[src/rtl/ex_muldiv_unit.sv]
// ex_muldiv_unit: iterative MIPS MULT/MULTU/DIV/DIVU unit owning HI/LO, with MF/MT moves and EX stall
// Ports: clk, rst (async active-high); start, funct, a, b (EX-stage instruction and operands);
//        busy (iteration in progress), done (HI/LO just written), stall (hold IF/ID/EX),
//        result (HI/LO for MFHI/MFLO, else 0), hi, lo, dz_err (divide-by-zero pulse).
// Option: define MULDIV_DIVZERO_TRAP_EN to trap DIV/DIVU by zero instead of iterating.
module ex_muldiv_unit #(
    parameter int W = 32
) (
    input  logic         clk,
    input  logic         rst,
    input  logic         start,
    input  logic [5:0]   funct,
    input  logic [W-1:0] a,
    input  logic [W-1:0] b,
    output logic         busy,
    output logic         done,
    output logic         stall,
    output logic [W-1:0] result,
    output logic [W-1:0] hi,
    output logic [W-1:0] lo,
    output logic         dz_err
);
    localparam int CW = $clog2(W);
    typedef enum logic [1:0] {IDLE, RUN, FIN} state_t;
    state_t state, state_n;
    logic [CW-1:0] ctr;
    logic [W:0] acc, acc_n, sum, sh, diff;
    logic [W-1:0] q, q_n, mb, ma, mbv, res_hi, res_lo;
    logic [2*W-1:0] prod;
    logic is_div, sa, sb, dz, dz_go, is_md, is_mv, go, sgn;
    assign is_md = funct[5:2] == 4'b0110;
    assign is_mv = funct[5:2] == 4'b0100;
    assign sgn = ~funct[0];
    assign go = start && is_md && state == IDLE;
    assign ma = (sgn && a[W-1]) ? -a : a;
    assign mbv = (sgn && b[W-1]) ? -b : b;
`ifdef MULDIV_DIVZERO_TRAP_EN
    assign dz_go = funct[1] && b == '0;
`else
    assign dz_go = 1'b0;
`endif
    always_ff @(posedge clk or posedge rst)
        if (rst) state <= IDLE;
        else state <= state_n;
    always_comb
        state_n = state == IDLE ? (go ? (dz_go ? FIN : RUN) : IDLE) :
                  state == RUN  ? (ctr == CW'(W-1) ? FIN : RUN) : IDLE;
    always_comb begin
        busy = state != IDLE;
        stall = start && busy && (is_md || is_mv);
        result = funct == 6'b010000 ? hi : funct == 6'b010010 ? lo : '0;
    end
    // acc:q is the product shift register for mul and remainder:quotient for div
    always_comb begin
        sum = acc + (q[0] ? {1'b0, mb} : '0);
        sh = {acc[W-1:0], q[W-1]};
        diff = sh - {1'b0, mb};
        acc_n = is_div ? (diff[W] ? sh : diff) : {1'b0, sum[W:1]};
        q_n = is_div ? {q[W-2:0], ~diff[W]} : {sum[0], q[W-1:1]};
        prod = (sa ^ sb) ? -{acc[W-1:0], q} : {acc[W-1:0], q};
        res_hi = is_div ? (sa ? -acc[W-1:0] : acc[W-1:0]) : prod[2*W-1:W];
        res_lo = is_div ? ((sa ^ sb) ? -q : q) : prod[W-1:0];
    end
    always_ff @(posedge clk or posedge rst)
        if (rst) begin
            hi <= '0;
            lo <= '0;
            acc <= '0;
            q <= '0;
            mb <= '0;
            ctr <= '0;
            is_div <= 1'b0;
            sa <= 1'b0;
            sb <= 1'b0;
            dz <= 1'b0;
            done <= 1'b0;
            dz_err <= 1'b0;
        end else begin
            done <= state == FIN;
            dz_err <= state == FIN && dz;
            if (go) begin
                acc <= '0;
                q <= ma;
                mb <= mbv;
                ctr <= '0;
                is_div <= funct[1];
                sa <= sgn && a[W-1];
                sb <= sgn && b[W-1];
                dz <= dz_go;
            end else if (state == RUN) begin
                acc <= acc_n;
                q <= q_n;
                ctr <= ctr + 1'b1;
            end else if (state == FIN) begin
                if (!dz) begin
                    hi <= res_hi;
                    lo <= res_lo;
                end
            end else if (start && is_mv && funct[0]) begin
                if (funct[1]) lo <= a;
                else hi <= a;
            end
        end
endmodule

[config.mk]
export PLATFORM = sky130hd
export DESIGN_NAME = ex_muldiv_unit
export DESIGN_NICKNAME = d
export VERILOG_FILES = /design/src/rtl/ex_muldiv_unit.sv
export SDC_FILE = /design/constraint.sdc
export NUM_CORES = 1
export LEC_CHECK = 0
export ABC_CLOCK_PERIOD_IN_PS = 7700
export CAP_MARGIN = 10
export CORE_MARGIN = 2
export CORE_UTILIZATION = 56
export CTS_CLUSTER_DIAMETER = 150
export DETAILED_ROUTE_END_ITERATION = 8
export PLACE_DENSITY_LB_ADDON = 0.05
export SETUP_SLACK_MARGIN = 0.5
export SYNTH_ARGS = -nofsm -noshare
export SYNTH_HDL_FRONTEND = slang
export SYNTH_SLANG_ARGS = --single-unit
[constraint.sdc]
create_clock -name clk -period 7.7 [get_ports clk]
set_input_delay 1.54 -clock clk [delete_from_list [all_inputs] [get_ports clk]]
set_output_delay 1.54 -clock clk [all_outputs]
set_load 0.01 [all_outputs]
==> results_dict.tcl <==
set metrics [dict create \
    finalNetCount 2134 \
    maxCapViolCount 0 \
    critPathKind "in -> out" \
    cts_made_buffers 17 \
    syn_avg_cell_area_um2 7.74 \
    final_common_cell "nand2_1" \
    cts_tree "done" \
    synth.yosys.seq_area_share 0.293 \
    fin_setup_tns_ns 0 \
    drt_iter0_markers 1450 \
    syn_area_mm2 0.0147 \
    vias_per_cell 6.28 \
    multi_input_area_mm2 0.00970 \
    port-buffer-count 171 \
    overflow 0 \
    critical_path_arrival_ns 4.04 \
    wirelength_um 45800 \
    hold_viol 0 \
    gp_congestion 0.945 \
    dp_hpwl_um 34500 \
    area.growth.synth_to_final_pct 16.8 \
    initial_core_util 0.567 \
    yosysUniqueCellTypes 71 \
    rsz0062_at_grt "false" \
    cts_max_level 4 \
    slew_headroom 0.255 \
    final-setup-viol-count 0 \
    routedWlPerCell_um 19.6 \
    num_antenna_cells 0 \
    crit_path_cell_trace "clkdlybuf4s50_1 > nor2_1 > nand3_1 > nor2_1 > clkdlybuf4s50_1" \
    ant_nets 0 \
    grt_use_total 0.331 \
    drc 0 \
    power-per-cell-area_mw_per_mm2 374 \
    postCtsResizedCells 0 \
    ys_warn_count 0 \
    postSynth.asyncResetShare 1.00 \
    cp_slowest_cell "nand3_1" \
    max_freq_ghz 0.179 \
    clk_latency_ns 0.45 \
    hold_class "reg -> reg" \
    pin_count 173 \
    slowest_delay_ns 0.78 \
    post_cts_buffers 0 \
    clock_tree.root_cell "clkbuf_16" \
    outcome "finished clean" \
    post-route-util 0.662 \
    synth-main-ff-cell "dfrtp_1" \
    peakVddDrop_mv 0.168 \
    drtPass1Iterations 7 \
    cts.path.max_buffers 2 \
    period_share 0.725 \
    hold_buffers 0 \
    fp.dieH_um 166 \
    antenna_found_initial 0 \
    ys_seq_elements 172 \
    die_x_um 166 \
    synth_fp_nets 2044 \
    tightest_slew_ns 1.11 \
    num_rows 59 \
    skew_ns 0.0134 \
    end_kind "primary output" \
    register_area_mm2 0.00431 \
    routed-via-count 14666 \
    grt_pass1_wl_um 74200 \
    cp_max_fo 32 \
    coreArea_mm2 0.0259 \
    fp.dieArea_mm2 0.0276 \
    nFillCells 2288 \
    period_needed_ns 5.58 \
    crit_path_start_kind "input port" \
    netlist_instances 1898 \
    cts_sinks 172 \
    synth_edf_count 0 \
    leakagePower_uw 0.00722 \
    grt_max_degree 111 \
    grt_pass1_vias 13948 \
    maxSlewViolCount 0 \
    final_cell_mix "212 x nand2_1, 211 x nor2_1, 207 x o21ai_0, 171 x dfrtp_1, 170 x clkdlybuf4s50_1" \
    clk_pin_slew_worst_paths_ns 0.07 \
    layout-drive-gt1-share 0.0420 \
    cp_data_required_time_ns 6.16 \
]
registers in the layout, summed over array words and instances, names as in the netlist:
signal,cells
sb,1
ctr,5
sa,1
state,2
mb,32
hi,32
q,32
lo,32
acc,33
is_div,1
done,1
synth_stat cells (7+ instances only):
library cell / instances / area share
ha_1: 71 / 0.060
xor2_1: 84 / 0.050
o31ai_1: 39 / 0.020
buf_1: 15 / 0.0038
a21oi_1: 120 / 0.041
inv_1: 71 / 0.018
o211ai_1: 38 / 0.019
o21a_1: 13 / 0.0066
clkbuf_1: 99 / 0.025
nor3_1: 43 / 0.015
xnor2_1: 84 / 0.050
or3_1: 14 / 0.0060
nand4_1: 10 / 0.0043
nand2b_1: 16 / 0.0068
a211oi_1: 12 / 0.0061
o21ai_0: 207 / 0.071
nor4_1: 15 / 0.0064
nand3_1: 36 / 0.012
nor2_1: 213 / 0.054
a221oi_1: 24 / 0.014
nand2_1: 212 / 0.054
and2_1: 7 / 0.0030
and3_1: 13 / 0.0055
a31oi_1: 24 / 0.010
o41ai_1: 10 / 0.0060
a21o_1: 30 / 0.015
or4_1: 13 / 0.0066
or2_2: 9 / 0.0038
nor2b_1: 8 / 0.0034
o22ai_1: 12 / 0.0051
dfrtp_1: 172 / 0.29
mux2i_1: 73 / 0.050
o21bai_1: 8 / 0.0041
per-stage QoR:
| stage | total power [uW] | cell area, um^2 | std cells | hold WS, ns | setup WS, ns |
|---|---|---|---|---|---|
| 5_1_grt | 6910 | 17200 | 2336 | 0.510 | 1.95 |
| 4_1_cts | 6340 | 17200 | 2336 | 0.488 | 2.13 |
| 6_report | 6410 | 17200 | 2336 | 0.482 | 2.12 |
| 3_3_place_gp | 5320 | 16500 | 2304 | 0.461 | 2.27 |
| 3_5_place_dp | 5420 | 16500 | 2304 | 0.470 | 2.14 |
| 2_1_floorplan | 4380 | 14700 | 1898 | 0.450 | 1.50 |
power breakdown:
part           internal (uW)  switching (uW)
Clock                    476             431
Combinational           1630            2190
Sequential              1190             497
area by class of cell:
class	instances	area share
well taps	335	0.0244
multi-input cells	1535	0.565
flip-flops and latches	172	0.251
clock buffers	18	0.0256
clock inverters	14	0.0101
inverters	72	0.0160
repair buffers	190	0.108
path summary, 6_finish.rpt:
check / from / end / slack, ns / depth (start not counted)
worst max-delay path: funct[0] / result[3] / 2.12 / 5
worst min-delay path: mb[21]$_DFFE_PP0P_ / mb[21]$_DFFE_PP0P_ / 0.48 / 2
worst max register to register: q[31]$_DFFE_PP0N_ / acc[26]$_DFFE_PP0N_ / 2.94 / 16
worst min register to register: mb[21]$_DFFE_PP0P_ / mb[21]$_DFFE_PP0P_ / 0.48 / 2
max in group asynchronous: rst / acc[11]$_DFFE_PP0N_ / 4.56 / 3
min in group asynchronous: rst / mb[4]$_DFFE_PP0P_ / 1.70 / 2
kinds of logic after synthesis:
family / synth area share
multiplexers: 0.0536
buffers and inverters: 0.0494
AO/OA/AOI/OAI: 0.247
other: 0.000255
XOR/XNOR: 0.100
adder cells (fa/ha/maj): 0.0639
AND/OR/NAND/NOR: 0.193
flip-flops: 0.293
metal layers:
metal  wire (um)  global-route usage
met1       18700               0.418
met2       21500               0.561
met3        3640              0.0601
met4        1930               0.135
met5           0                   0
worst max-delay path, delay by kind of cell:
kind                   cells  cell delay [ns]
AND/OR/NAND/NOR            3             1.31
buffers and inverters      2             1.18
Note: power is estimated with default switching activity, not from simulation.
